[src/rtl/csr_pkg.sv]
// Shared CSR constants, cause codes and enums for the trap controller.
// Imported by csr_trap_controller and its sub-modules.
package csr_pkg;

    localparam logic [11:0] CSR_MSTATUS = 12'h300;
    localparam logic [11:0] CSR_MIE     = 12'h304;
    localparam logic [11:0] CSR_MTVEC   = 12'h305;
    localparam logic [11:0] CSR_MEPC    = 12'h341;
    localparam logic [11:0] CSR_MCAUSE  = 12'h342;
    localparam logic [11:0] CSR_MIP     = 12'h344;

    localparam int IRQ_M_TIMER = 7;
    localparam int IRQ_M_EXT   = 11;
    localparam int CAUSE_W     = 5;

    localparam logic [1:0] MTVEC_DIRECT   = 2'b00;
    localparam logic [1:0] MTVEC_VECTORED = 2'b01;

    typedef enum logic [1:0] {
        MST_NONE   = 2'b00,
        MST_ENTER  = 2'b01,
        MST_RETURN = 2'b10
    } mstatus_op_e;

    typedef enum logic [2:0] {
        ST_IDLE,
        ST_DRAIN,
        ST_ENTER,
        ST_REDIRECT,
        ST_RETURN
    } trap_state_e;

endpackage

[src/rtl/irq_sync.sv]
// Flop-chain synchronizer for one asynchronous level interrupt.
// Ports: clk, reset (async active-low), irq (async in), synced (out).
module irq_sync #(
    parameter int STAGES = 2
) (
    input  logic clk,
    input  logic reset,
    input  logic irq,
    output logic synced
);

    logic [STAGES-1:0] chain;

    always_ff @(posedge clk or negedge reset) begin
        if (!reset) begin
            chain <= '0;
        end else begin
            chain <= {chain[STAGES-2:0], irq};
        end
    end

    assign synced = chain[STAGES-1];

endmodule

[src/rtl/csr_trap_controller.sv]
// Machine-mode interrupt entry / mret sequencer around the CSR unit.
// Ports: async irqs in, CSR state in, pipeline handshake, CSR trap write
// port (trap_we/mepc/mcause/mstatus_op) and fetch redirect out.
module csr_trap_controller
    import csr_pkg::*;
#(
    parameter int XLEN        = 32,
    parameter int SYNC_STAGES = 2,
    parameter int CAUSE_EXT   = IRQ_M_EXT,
    parameter int CAUSE_TIMER = IRQ_M_TIMER
) (
    input  logic            clk,
    input  logic            reset,
    input  logic            irq_ext_i,
    input  logic            irq_timer_i,
    input  logic            csr_mstatus_mie_i,
    input  logic [XLEN-1:0] csr_mie_i,
    input  logic [XLEN-1:0] csr_mtvec_i,
    input  logic [XLEN-1:0] csr_mepc_i,
    input  logic            mret_i,
    input  logic [XLEN-1:0] pipe_pc_i,
    input  logic            pipe_idle_i,
    input  logic            redirect_ready_i,
    output logic [XLEN-1:0] mip_o,
    output logic            flush_req_o,
    output logic            trap_we_o,
    output logic [XLEN-1:0] mepc_o,
    output logic [XLEN-1:0] mcause_o,
    output logic [1:0]      mstatus_op_o,
    output logic            redirect_valid_o,
    output logic [XLEN-1:0] redirect_pc_o,
    output logic            in_trap_o
);

    logic ext_s;
    logic tmr_s;

    irq_sync #(.STAGES(SYNC_STAGES)) u_sync_ext (
        .clk    (clk),
        .reset  (reset),
        .irq    (irq_ext_i),
        .synced (ext_s)
    );

    irq_sync #(.STAGES(SYNC_STAGES)) u_sync_tmr (
        .clk    (clk),
        .reset  (reset),
        .irq    (irq_timer_i),
        .synced (tmr_s)
    );

    always_comb begin
        mip_o              = '0;
        mip_o[CAUSE_EXT]   = ext_s;
        mip_o[CAUSE_TIMER] = tmr_s;
    end

    logic [XLEN-1:0]    armed;
    logic               pend;
    logic [CAUSE_W-1:0] cause_sel;

    assign armed     = mip_o & csr_mie_i;
    assign pend      = csr_mstatus_mie_i & (|armed);
    assign cause_sel = armed[CAUSE_EXT] ? CAUSE_W'(CAUSE_EXT)
                                        : CAUSE_W'(CAUSE_TIMER);

    trap_state_e        state_q;
    trap_state_e        state_d;
    logic [CAUSE_W-1:0] cause_q;
    logic [XLEN-1:0]    pc_q;
    logic               in_trap_q;
    logic               ret_first_q;
    // Blocks trap entry on the first IDLE cycle after mret so the
    // CSR unit's MIE restore is visible before pend is trusted.
    logic               hold_q;

    always_ff @(posedge clk or negedge reset) begin
        if (!reset) begin
            state_q     <= ST_IDLE;
            cause_q     <= '0;
            pc_q        <= '0;
            in_trap_q   <= 1'b0;
            ret_first_q <= 1'b0;
            hold_q      <= 1'b0;
        end else begin
            state_q     <= state_d;
            hold_q      <= (state_q == ST_RETURN) && redirect_ready_i;
            ret_first_q <= (state_q == ST_IDLE) && mret_i;
            // Cause tracks the highest-priority armed source until ENTER.
            if ((state_q == ST_IDLE || state_q == ST_DRAIN) && pend) begin
                cause_q <= cause_sel;
            end
            if (state_q == ST_DRAIN && pend && pipe_idle_i) begin
                pc_q <= pipe_pc_i;
            end
            if (state_q == ST_ENTER) begin
                in_trap_q <= 1'b1;
            end else if (state_q == ST_RETURN && redirect_ready_i) begin
                in_trap_q <= 1'b0;
            end
        end
    end

    logic [XLEN-1:0] tvec_base;
    logic [XLEN-1:0] tvec_off;

    assign tvec_base = csr_mtvec_i & ~XLEN'(3);
    assign tvec_off  = XLEN'({cause_q, 2'b00});

    always_comb begin
        state_d          = state_q;
        flush_req_o      = 1'b0;
        trap_we_o        = 1'b0;
        mepc_o           = '0;
        mcause_o         = '0;
        mstatus_op_o     = MST_NONE;
        redirect_valid_o = 1'b0;
        redirect_pc_o    = '0;
        unique case (state_q)
            ST_IDLE: begin
                if (mret_i) begin
                    state_d = ST_RETURN;
                end else if (pend && !hold_q) begin
                    state_d = ST_DRAIN;
                end
            end
            ST_DRAIN: begin
                flush_req_o = 1'b1;
                if (!pend) begin
                    state_d = ST_IDLE;
                end else if (pipe_idle_i) begin
                    state_d = ST_ENTER;
                end
            end
            ST_ENTER: begin
                flush_req_o  = 1'b1;
                trap_we_o    = 1'b1;
                mstatus_op_o = MST_ENTER;
                mepc_o       = pc_q & ~XLEN'(3);
                mcause_o     = {1'b1, {(XLEN-1-CAUSE_W){1'b0}}, cause_q};
                state_d      = ST_REDIRECT;
            end
            ST_REDIRECT: begin
                flush_req_o      = 1'b1;
                redirect_valid_o = 1'b1;
                if (csr_mtvec_i[1:0] == MTVEC_VECTORED) begin
                    redirect_pc_o = tvec_base + tvec_off;
                end else begin
                    redirect_pc_o = tvec_base;
                end
                if (redirect_ready_i) begin
                    state_d = ST_IDLE;
                end
            end
            ST_RETURN: begin
                redirect_valid_o = 1'b1;
                redirect_pc_o    = csr_mepc_i;
                if (ret_first_q) begin
                    mstatus_op_o = MST_RETURN;
                end
                if (redirect_ready_i) begin
                    state_d = ST_IDLE;
                end
            end
            default: state_d = ST_IDLE;
        endcase
    end

    assign in_trap_o = in_trap_q;

endmodule
[config.mk]
export PLATFORM = sky130hd
export DESIGN_NAME = csr_trap_controller
export DESIGN_NICKNAME = d
export VERILOG_FILES = /design/src/rtl/csr_pkg.sv /design/src/rtl/irq_sync.sv /design/src/rtl/csr_trap_controller.sv
export SDC_FILE = /design/constraint.sdc
export NUM_CORES = 1
export LEC_CHECK = 0
export ABC_AREA = 1
export CAP_MARGIN = 20
export CORE_ASPECT_RATIO = 0.75
export CORE_UTILIZATION = 36
export CTS_BUF_LIST = sky130_fd_sc_hd__clkbuf_8 sky130_fd_sc_hd__clkbuf_16
export CTS_CLUSTER_SIZE = 25
export DETAILED_ROUTE_END_ITERATION = 10
export GPL_TIMING_DRIVEN = 0
export PLACE_DENSITY = 0.93
export RECOVER_POWER = 50
export REMOVE_ABC_BUFFERS = 1
export SYNTH_ARGS = -nofsm -noshare
export SYNTH_HDL_FRONTEND = slang
export SYNTH_SLANG_ARGS = --single-unit
[constraint.sdc]
create_clock -name clk -period 3.6 [get_ports clk]
set_input_delay 0.9 -clock clk [delete_from_list [all_inputs] [get_ports clk]]
set_output_delay 0.9 -clock clk [all_outputs]
set_load 0.01 [all_outputs]
==> impl_metrics.csv <==
group,metric,value,unit
floorplan,ioPinCount,270,
timing,timing.slew.headroom,0.2200,
synth,synthCells,589,
routing,drc_errors,0,
layout,syn2layout_area_growth,52.49,%
layout,fill_cells,919,
timing,fin_skew,0.003179,ns
clocking,tritoncts,"done",
timing,setup_viol,0,
floorplan,die_h,90.36,um
global_route,grt_usage,0.2019,
clocking,hold_buffers,0,
routing,antenna_left,0,
clocking,cts.sinks,43,
global_route,grt_pass1_vias,3796,
synth,async_reset_ff_frac,1.000,
worst_setup_path,crit_type,"input pin to output pin",
layout,multiInputGateArea,2157,sq um
global_route,antenna_found_initial,0,
synth,synth_top_cell_by_area,"dfrtp_1",
layout,nets,911,
clocking,h-tree-depth,2,
layout,drive_above_1_share,0.1154,
clocking,clk_path_buf_depth,2,
floorplan,core_area,9891,sq um
timing,maxSlewViolCount,0,
clocking,clk_pin_slew,0.06,ns
place,dp_hpwl,8682,um
routing,num_vias,4128,
clocking,cts_made_buffers,5,
synth,synth_warnings,0,
routing,vias_per_cell,4.571,
synth,synth_edf_count,0,
place,routabilityCongestion,0.9604,
synth,syn_area_per_cell,6.362,sq um
timing,max_freq,283.4,MHz
synth,synth_area_leaders,"dfrtp_1 (29%), nand2_1 (13%), buf_4 (13%)",
floorplan,die_area,10830,sq um
min_path,worst_hold_path_type,"flop to flop",
floorplan,rows,31,
routing,wl_per_cell,12.74,um
routing,dr.pass1.iters,7,
synth,synth-seq-cells,43,
synth,synth_top_area_frac,0.2871,
layout,num_antenna_cells,0,
worst_setup_path,crit_fanout,3,
synth,synth_area,3747,sq um
outcome,outcome,"finished clean",
power,power,2.868,mW
timing,period_minus_slack,3.529,ns
routing,drt_iter0_markers,248,
worst_setup_path,cp.arrival,2.63,ns
global_route,grt_max_degree,59,
floorplan,start_util,0.3789,
layout,utilization,0.5777,
routing,wirelength,11510,um
power,power.density,501.9,nW/um^2
power,ir_worst_vdd,0.3327,mV
place,numPortBuffers,178,
synth,synth_seq_area_share,0.2871,
clocking,cts_root_buf,"clkbuf_16",
timing,period_share,0.9802,
synth,synthDistinctLibCells,33,
worst_setup_path,cp-start-kind,"input pin",
global_route,grt_pass1_wl,17630,um
layout,ff_latch_area,1076,sq um
timing,rsz0062_at_grt,"no",
clocking,clk_latency,0.28,ns
worst_setup_path,ff2ff_path_depth,7,
floorplan,dieWidth,119.8,um
worst_setup_path,end_kind,"output pin",
timing,finalHoldViolCount,0,
power,leakage,2.948,nW
min_path,hold_depth,0,
synth,ys.flop_type,"dfrtp_1",
global_route,grt_overflow,0,
run,drv_cap,0,
worst_setup_path,crit_required,2.70,ns
timing,tightest_slew,1.170,ns
==> power breakdown <==
part / internal [mW] / switching (mW)
clock: 0.349 / 0.186
sequential: 0.686 / 0.0926
combinational: 0.699 / 0.855
total: 1.73 / 1.13
==> per-stage QoR <==
| stage | std cells | setup TNS, ns | hold slack, ns | cell area (sq um) | setup WS, ns |
|---|---|---|---|---|---|
| 3_5_place_dp | 881 | -14.10 | 0.3372 | 5411 | -0.6885 |
| 3_3_place_gp | 879 | -12.92 | 0.3354 | 5366 | -0.6614 |
| 2_1_floorplan | 569 | 0 | 0.3312 | 3420 | 0.4626 |
| 4_1_cts | 902 | 0 | 0.3513 | 5715 | 0.008179 |
| 6_report | 903 | 0 | 0.3495 | 5714 | 0.07145 |
| 5_1_grt | 903 | 0 | 0.3585 | 5714 | 0.003185 |
==> state kept, by name, indices dropped and copies added (netlist names) <==
register          flops
cause_q               3
state_q               3
ret_first_q           1
pc_q                 30
in_trap_o             1
u_sync_ext.chain      2
u_sync_tmr.chain      2
hold_q                1
==> repair_timing <==
item	in CTS	in global routing
setup buffers	13	1
pin swaps	14	13
gates resized for setup	87	31
endpoints found under the setup margin	30	24
==> cell usage in the layout, fill, tap and decap left out, types with 8 or more instances in the layout <==
master	n
inv_1	72
nand2_1	124
dlygate4sd3_1	8
o21ai_1	14
o21ai_0	13
nand4_1	15
conb_1	59
nand2_2	10
dfrtp_1	43
buf_4	9
nor2_2	8
a21oi_1	37
nor2_1	99
dlygate4sd2_1	18
nand3_1	25
buf_2	8
clkdlybuf4s50_1	129
==> per-layer routing <==
layer,part of all wire,vias to the layer above,GRT usage,wire length [um]
li1,-,2067,-,-
met1,0.39,1831,0.2266,4527
met2,0.50,214,0.3738,5719
met3,0.098,16,0.05556,1125
met4,0.012,0,0.05000,134
met5,0,-,0,0
==> final timing paths <==
kind,startpoint,endpoint,slack (ns)
worst max-delay path,csr_mtvec_i[10],redirect_pc_o[15],0.07
worst min-delay path,u_sync_ext.chain[0]$_DFF_PN0_,u_sync_ext.chain[1]$_DFF_PN0_,0.35
worst max register to register,state_q[2]$_DFFE_PN0P_,pc_q[16]$_DFFE_PN0P_,1.44
worst min register to register,u_sync_ext.chain[0]$_DFF_PN0_,u_sync_ext.chain[1]$_DFF_PN0_,0.35
max in group asynchronous,reset,state_q[0]$_DFFE_PN0P_,1.14
min in group asynchronous,reset,pc_q[6]$_DFFE_PN0P_,0.84
==> synthesized netlist by cell type, types with 2 or more instances <==
cell,n
nand2_1,131
o21ai_0,13
dfrtp_1,43
nand3_2,2
nor3_2,2
ha_1,4
nor2_4,2
clkbuf_1,4
inv_1,73
o21ai_1,15
inv_2,7
buf_4,64
a21oi_1,37
nand2_2,7
or2_2,3
buf_2,10
o21bai_1,6
nand3_1,27
and2_1,3
nand4_1,15
nor3_1,3
nor2_1,107
==> area by class of cell <==
class	instances	area share
multi-input cells	445	0.3775
clock inverters	2	0.006788
flip-flops and latches	43	0.1883
clock buffers	6	0.02430
well taps	132	0.02890
repair buffers	194	0.3201
inverters	81	0.05408
==> critical path: stages <==
cell             delay, ns
clkdlybuf4s50_1       0.50
inv_2                 0.07
nor3_4                0.22
inv_2                 0.07
a21oi_4               0.18
buf_6                 0.13
buf_4                 0.10
nand3_1               0.06
nand3_1               0.10
nand2_1               0.07
clkdlybuf4s15_1       0.23
==> cell families after synthesis <==
| group | Yosys count | share of synthesized area |
|---|---|---|
| and+or+nand+nor | 306 | 0.3563 |
| buffers and inverters | 159 | 0.2267 |
| DFF | 43 | 0.2871 |
| AOI/OAI and AO/OA | 75 | 0.1102 |
| adders and majority gates | 5 | 0.01870 |
| other | 1 | 0.001001 |
Power figures use the tool's default switching activity.
